**src/rtl/coin_pkg.sv**
```systemverilog
// Shared types and 50 MHz defaults for the coin-slot front end.
// One-hot FSM encoding used by coin_key_filter.
package coin_pkg;

    typedef enum logic [4:0] {
        IDLE        = 5'b00001,
        PRESS_DEB   = 5'b00010,
        PRESSED     = 5'b00100,
        RELEASE_DEB = 5'b01000,
        STUCK       = 5'b10000
    } state_e;

    // 20 ms debounce and 2 s jam limit at 50 MHz, both minus one
    localparam logic [19:0] CNT_MAX_DEF  = 20'd999_999;
    localparam logic [26:0] HOLD_MAX_DEF = 27'd99_999_999;

endpackage

```
**src/rtl/sync_2ff.sv**
```systemverilog
// Generic two-flop synchroniser for asynchronous inputs.
// INIT sets the value both flops take during reset.
module sync_2ff #(
    parameter int   WIDTH = 1,
    parameter logic INIT  = 1'b1
) (
    input  logic             clk,
    input  logic             rst_n,
    input  logic [WIDTH-1:0] d,
    output logic [WIDTH-1:0] q
);

    logic [WIDTH-1:0] s1;

    always_ff @(posedge clk or negedge rst_n) begin
        if (!rst_n) begin
            s1 <= {WIDTH{INIT}};
            q  <= {WIDTH{INIT}};
        end else begin
            s1 <= d;
            q  <= s1;
        end
    end

endmodule

```
**src/rtl/coin_key_filter.sv**
```systemverilog
// Coin-slot switch front end: synchronise, debounce, one pulse per coin,
// and jam detection so a stuck switch never yields repeated coins.
module coin_key_filter #(
    parameter logic [19:0] CNT_MAX  = coin_pkg::CNT_MAX_DEF,
    parameter logic [26:0] HOLD_MAX = coin_pkg::HOLD_MAX_DEF
) (
    input  logic sys_clk,
    input  logic sys_rst_n,
    input  logic key_in,
    output logic po_money,
    output logic key_level,
    output logic stuck_err
);

    import coin_pkg::*;

    logic        key_s;
    state_e      state;
    logic [19:0] deb_cnt;
    logic [26:0] hold_cnt;

    sync_2ff #(
        .WIDTH (1),
        .INIT  (1'b1)
    ) u_sync (
        .clk   (sys_clk),
        .rst_n (sys_rst_n),
        .d     (key_in),
        .q     (key_s)
    );

    always_ff @(posedge sys_clk or negedge sys_rst_n) begin
        if (!sys_rst_n) begin
            state     <= IDLE;
            deb_cnt   <= '0;
            hold_cnt  <= '0;
            po_money  <= 1'b0;
            key_level <= 1'b0;
            stuck_err <= 1'b0;
        end else begin
            po_money <= 1'b0;
            case (state)
                IDLE: begin
                    if (!key_s) begin
                        state    <= PRESS_DEB;
                        deb_cnt  <= '0;
                        hold_cnt <= '0;
                    end
                end
                PRESS_DEB: begin
                    if (key_s) begin
                        state   <= IDLE;
                        deb_cnt <= '0;
                    end else if (deb_cnt == CNT_MAX) begin
                        state     <= PRESSED;
                        deb_cnt   <= '0;
                        po_money  <= 1'b1;
                        key_level <= 1'b1;
                    end else begin
                        deb_cnt <= deb_cnt + 20'd1;
                    end
                end
                PRESSED: begin
                    // jam check wins over release
                    if (hold_cnt == HOLD_MAX) begin
                        state     <= STUCK;
                        deb_cnt   <= '0;
                        stuck_err <= 1'b1;
                    end else begin
                        hold_cnt <= hold_cnt + 27'd1;
                        if (key_s) begin
                            state   <= RELEASE_DEB;
                            deb_cnt <= '0;
                        end
                    end
                end
                RELEASE_DEB: begin
                    // hold keeps running so a bouncing jam is still caught
                    if (hold_cnt == HOLD_MAX) begin
                        state     <= STUCK;
                        deb_cnt   <= '0;
                        stuck_err <= 1'b1;
                    end else begin
                        hold_cnt <= hold_cnt + 27'd1;
                        if (!key_s) begin
                            state   <= PRESSED;
                            deb_cnt <= '0;
                        end else if (deb_cnt == CNT_MAX) begin
                            state     <= IDLE;
                            deb_cnt   <= '0;
                            key_level <= 1'b0;
                        end else begin
                            deb_cnt <= deb_cnt + 20'd1;
                        end
                    end
                end
                STUCK: begin
                    if (!key_s) begin
                        deb_cnt <= '0;
                    end else if (deb_cnt == CNT_MAX) begin
                        state     <= IDLE;
                        deb_cnt   <= '0;
                        key_level <= 1'b0;
                        stuck_err <= 1'b0;
                    end else begin
                        deb_cnt <= deb_cnt + 20'd1;
                    end
                end
                default: begin
                    state     <= IDLE;
                    deb_cnt   <= '0;
                    hold_cnt  <= '0;
                    po_money  <= 1'b0;
                    key_level <= 1'b0;
                    stuck_err <= 1'b0;
                end
            endcase
        end
    end

endmodule

```
**config.mk**
```make
export PLATFORM = sky130hd
export DESIGN_NAME = coin_key_filter
export DESIGN_NICKNAME = d
export VERILOG_FILES = /design/src/rtl/coin_pkg.sv /design/src/rtl/sync_2ff.sv /design/src/rtl/coin_key_filter.sv
export SDC_FILE = /design/constraint.sdc
export NUM_CORES = 1
export LEC_CHECK = 0
export CORE_MARGIN = 4
export CORE_UTILIZATION = 35
export CTS_CLUSTER_DIAMETER = 30
export DETAILED_ROUTE_END_ITERATION = 16
export PLACE_DENSITY_LB_ADDON = 0.2
export SLEW_MARGIN = 10
export SYNTH_ARGS = -nofsm -noshare
export SYNTH_HDL_FRONTEND = slang
export SYNTH_HIERARCHICAL = 1
export SYNTH_SLANG_ARGS = --single-unit
```
**constraint.sdc**
```tcl
create_clock -name sys_clk -period 2.5 [get_ports sys_clk]
set_input_delay 0.375 -clock sys_clk [delete_from_list [all_inputs] [get_ports sys_clk]]
set_output_delay 0.375 -clock sys_clk [all_outputs]
set_load 0.02 [all_outputs]
```
==> run metrics, run 1 <==
Initial Util=36.54%; # Post-CTS Setup Buffers=0; initial antenna violation count=0; Lkg Pwr=1.713 nW; clock buffer depth=2; area leader, netlist=dfrtp_1; HPWL after DPL=6.175 mm; final slew viol count=0; DRC viols=0; Die Width=106.9 um; critical path arrival=2610 ps; run status=complete, no violations; Synth top cells by count=dfrtp_1 (54), nand2_1 (36), nor2_1 (36); startpoint types=register; setup violators final=0; Worst Path Required=2720 ps; most numerous cell in the Yosys netlist=dfrtp_1; Crit. End Element=register; PortBufs=5; first-pass GRT wire length=14.72 mm; Initial DRC Count=145; Hold WC Path Type=register to register; drt pass-1 iters=4; Hold Crit Start=u_sync/s1; Multi-input gate area=0.001902 sq mm; DR vias/cell=5.504; largest cells by area after synthesis=dfrtp_1 (39%), nand3_1 (4.5%), xor2_1 (4.3%); DP Worst Slack=-14.50 ps; Synth Net Count=392; Reg2Reg Setup Slack=110 ps; clock tree root buffer cell=clkbuf_8; Ant. Diodes=0; final hold vios=0; NumNets Final=about 430; Max-Cap Viols=0; Critical path buffers and inverters=0; clock slew at reported path FFs=70 ps; CP max stage cell=or4_1; EDFF count, synth=0; sequential fraction of the synthesis area=about two fifths; Max Freq=418.6 MHz; share of layout cells above drive strength 1=17.32%; site row count=35; Routed WL=8.489 mm; headroom to the max-slew limit=70.38%; Avg Synthesized Cell Area=8.849 sq um; total track usage=15.97%; number of antenna-violating nets in the routed design=0; clock sinks=57; asr flop ratio synth=100.0%; power per standard cell area=about 620 mW/mm^2; Synth Flop Type=dfrtp_1; mapped cell area=0.003425 sq mm; vias in the first global route=3046; CP delay by family, top=simple AND/OR/NAND/NOR gates; crit-path max FO=12; post-route worst setup slack=110.9 ps; Setup CP Type=register to register; Design Power=2.551 mW; clock skew=~13 ps; CORE AREA=0.009371 sq mm; period utilization=95.56%; Cell Chain, Critical Path=or4_1 > or3b_4 > nor3b_2 > or2_4 > o21ai_0 > a22o_1; Slew @ Worst Pin=442.7 ps; placed inst area=~0.0039 sq mm; min Tclk post-route=approximately 2400 ps; Synth top area share=between 30 and 40%; layout filler cell count=~960; via count=3093; FF+latch count, synth=57; Worst setup startpoint=hold_cnt[10]; CTS buffer count=9; largest net degree at the start of global routing=26; yosys warns=6; area grow syn2layout=19.73%; Max stage delay on crit path=570 ps; H-tree Lvls=3; die height=106.9 um; Die Area=around 0.011 sq mm; io pins=6; worst r2r src=hold_cnt[10]; Final Cell Area=~0.0041 sq mm; Final Core Density=between 40% and 50%; post-DR wirelength/cell=~15 um; CTS tree=built; Gate Count Post-Synth=387; total grt overflow=0; Reg area=~0.0014 sq mm; maximum VDD drop=291.1 uV; clock latency on the worst-skew pair=330 ps; GPL Wtd Cong=0.8373; Synth cell types=61
## repair_timing
| action | CTS | global route |
|---|---|---|
| hold buffers | 1 | 0 |
| pin swaps | 0 | 0 |
| hold endpoints to repair | 10 | 0 |
| resized for setup | 1 | 2 |
| setup endpoints to repair | 1 | 13 |
## logic make-up (layout without fill, tap and decap cells)
kind of cell / after synthesis / count (layout) / synth area share (%)
XOR/XNOR: 21 / 21 / 5.371
flip-flops: 57 / 57 / 41.76
AO/OA/AOI/OAI: 78 / 78 / 15.60
buffers and inverters: 25 / 71 / 3.106
adder cells (fa/ha/maj): 2 / 2 / 0.7306
AND/OR/NAND/NOR: 202 / 202 / 32.81
multiplexers: 2 / 2 / 0.6211
## through the flow
| stage | std cells | hold slack [ps] | TNS, ps |
|---|---|---|---|
| finish | 562 | 354.7 | 0 |
| global route | 562 | 362.1 | -0.7618 |
| CTS | 562 | 353.3 | 0 |
| detailed placement | 545 | 265.2 | -14.50 |
| global placement | 545 | 264.6 | -9.375 |
| floorplan | 387 | 79.41 | 0 |
## state kept, by name (all words and copies together), names as in the netlist
register	cells
hold_cnt	27
deb_cnt	20
state	5
key_level	1
po_money	1
stuck_err	1
u_sync/q	1
u_sync/s1	1
## path summary, 6_finish.rpt
| check | depth (start not counted) | to |
|---|---|---|
| max in group asynchronous | 3 | u_sync/s1 |
| min in group asynchronous | 2 | hold_cnt[23] |
| min reg2reg | 0 | u_sync/q |
| max reg2reg | 6 | deb_cnt[2] |
| min | 0 | u_sync/q |
| max | 6 | deb_cnt[2] |
## layer usage
metal,wire (um),track usage (%),share of wire [%],vias up
met5,0,0,0,-
met4,93,4.932,1.1,0
met3,269,3.131,3.2,7
met2,3989,26.03,47,54
met1,4136,21.43,49,1503
li1,-,-,-,1529
## report_power, final
group          leakage [nW]  total [mW]  switching, mW  internal [mW]
Clock                 0.106       0.951          0.394          0.556
Sequential            0.785       0.974         0.0217          0.952
Combinational         0.821       0.627          0.391          0.236
Total                  1.71        2.55          0.807           1.74
## worst register-to-register path, cell delays in order, from the launching register on
cell and delay [ps]:
dfrtp_1 380, or4_1 570, or3b_4 420, nor3b_2 310, or2_4 270, o21ai_0 100, a22o_1 230
## area by class of cell
class	count	area share [%]
Timing Repair Buffer	48	9.033
Clock inverter	6	2.014
Multi-Input combinational cell	305	46.38
Tap cell	129	3.937
Sequential cell	57	34.88
Inverter	7	0.6408
Clock buffer	10	3.113
## layout by cell type, fill, tap and decap left out, drive strengths merged, types with 15 or more instances in the layout
cell,count
nor2,37
buf,43
nand3,31
nand4,18
and3,15
dfrtp,54
nand2,36
a21oi,15
xor2,17
o21ai,18
Note: power is estimated with default switching activity, not from simulation.
==> run 2, diff against run 1 <==
CTS_CLUSTER_DIAMETER = 40   (was 30)
clock period = 2.6 ns   (was 2.5 ns; I/O delays follow)
==> run 2 against run 1 <==
Die area is the same; worst hold slack got worse by 170 ps; via count down 2.1%; core utilization down 1.2 points; power shrank 7.5%; register-to-register slack improved by 120 ps; critical path depth grew 1; flip-flop and latch count is the same; cell count is 2.0% lower; critical endpoint unchanged.
==> run metrics, run 2 (synthesis results as in run 1) <==
Max Freq=421.4 MHz; clock tree root buffer cell=clkbuf_8; clock latency on the worst-skew pair=approximately 340 ps; RSZ-0062 raised after global routing=no; Design Power=2.361 mW; most common cell after layout, fill and taps aside=dfrtp_1; power per standard cell area=between 500 and 600 mW/mm^2; DP Worst Slack=-3.415 ps; setup violators final=0; die height=106.9 um; post_cts resized=1; Routed WL=roughly 8.4 mm; share of layout cells above drive strength 1=14.69%; post-DR wirelength/cell=15.17 um; io pins=6; number of antenna-violating nets in the routed design=0; # Post-CTS Setup Buffers=0; CTS Hold Bufs=0; total track usage=between 10% and 20%; DRC viols=0; most frequent cells in the layout=dfrtp_1 (54), nor2_1 (36), nand2_1 (36); total grt overflow=0; Hold WC Path Type=input pin to asynchronous set/reset pin; layout filler cell count=975; maximum VDD drop=258.3 uV; clock buffer depth=2; routed wl met2=3.855 mm; via count=between 3000 and 4000; Ant. Diodes=0; HPWL after DPL=5.864 mm; drt pass-1 iters=6; largest net degree at the start of global routing=58; met3 WL post-DR=198 um; CORE AREA=0.009371 sq mm; critical path arrival=2610 ps; NumNets Final=between 400 and 500; cell count after placement=535; site row count=35; first-pass GRT wire length=approximately 14 mm; area grow syn2layout=16.44%; Crit. End Element=register; Cell Chain, Critical Path=or4_1 > nor4_1 > buf_4 > o2bb2ai_1 > or2_4 > o21ai_0 > a22o_1; headroom to the max-slew limit=50.60%; Top reg by flops=hold_cnt; min Tclk post-route=2373 ps; Top Metal Used=met4; Lkg Pwr=1.650 nW; DR vias/cell=5.495; crit-path max FO=13; Multi-input gate area=0.001896 sq mm; final slew viol count=0; Initial Util=36.54%; CTS tree=built; period utilization=91.26%; H-tree Lvls=3; initial antenna violation count=0; CP max stage cell=or4_1; Worst Path Required=2830 ps; Max stage delay on crit path=570 ps; clock sinks=57; Die Width=roughly 110 um; Setup CP Type=register to register; Reg area=roughly 0.0014 sq mm; max reg flops=27; startpoint types=register; Max-Cap Viols=0; vias in the first global route=2927; final cell count without fillers=551; M1 WL=between 4 and 5 mm; Regs by FF count=hold_cnt x27, deb_cnt x20, state x5; clock slew at reported path FFs=approximately 70 ps; run status=complete, no violations; PortBufs=5; Slew @ Worst Pin=around 740 ps; Die Area=about 0.011 sq mm; post-route worst setup slack=227.2 ps; Reg2Reg Setup Slack=230 ps; clock skew=11.83 ps; GPL Wtd Cong=between 0.8 and 0.9; final hold vios=0; Initial DRC Count=135; CTS buffer count=9
==> run 2: metrics by stage <==
step / hold slack, ps / TNS, ps / utilization, % / area (sq um)
global route: 266.7 / 0 / 42.55 / 3988
floorplan: 94.41 / 0 / - / 3425
detailed placement: 347.5 / -3.415 / 40.45 / 3791
finish: 185.7 / 0 / 42.55 / 3988
global placement: 345.6 / 0 / 40.45 / 3791
CTS: 210.1 / 0 / 42.50 / 3983
==> run 2: per-layer routing <==
layer / up-vias / track usage [%]
li1: 1504 / -
met1: 1477 / 21.15
met2: 37 / 25.04
met3: 10 / 3.070
met4: 0 / 5.205
met5: - / 0
==> run 2: power by group <==
part / total (mW) / switching [mW] / internal (mW)
sequential: 0.929 / 0.0140 / 0.915
combinational: 0.608 / 0.386 / 0.221
clock: 0.824 / 0.357 / 0.467
==> run 2: worst paths after layout <==
| check | startpoint | endpoint | depth (start not counted) |
|---|---|---|---|
| max | deb_cnt[12] | deb_cnt[2] | 7 |
| min | sys_rst_n | hold_cnt[23] | 2 |
| max reg2reg | deb_cnt[12] | deb_cnt[2] | 7 |
| min reg2reg | u_sync/s1 | u_sync/q | 0 |
| max in group asynchronous | sys_rst_n | hold_cnt[11] | 2 |
| min in group sys_clk | u_sync/s1 | u_sync/q | 0 |
==> run 2: cell type report <==
class	count	area share [%]
clock inverters	3	1.004
clock buffers	13	3.734
multi-input cells	305	47.54
well taps	129	4.048
inverters	7	0.6589
flip-flops and latches	57	35.86
repair buffers	37	7.154
==> run 2: critical path, delay by kind of cell (launching register included) <==
kind / cells / cell delay [ps]
AOI/OAI and AO/OA: 3 / 460
and+or+nand+nor: 3 / 1190
DFF: 1 / 420
buffers and inverters: 1 / 190
==> run 3, diff against run 2 <==
HOLD_SLACK_MARGIN = 0.12   (was default)
==> results of run 3 <==
No change in the layout: final DEF, timing and power equal those of run 2.
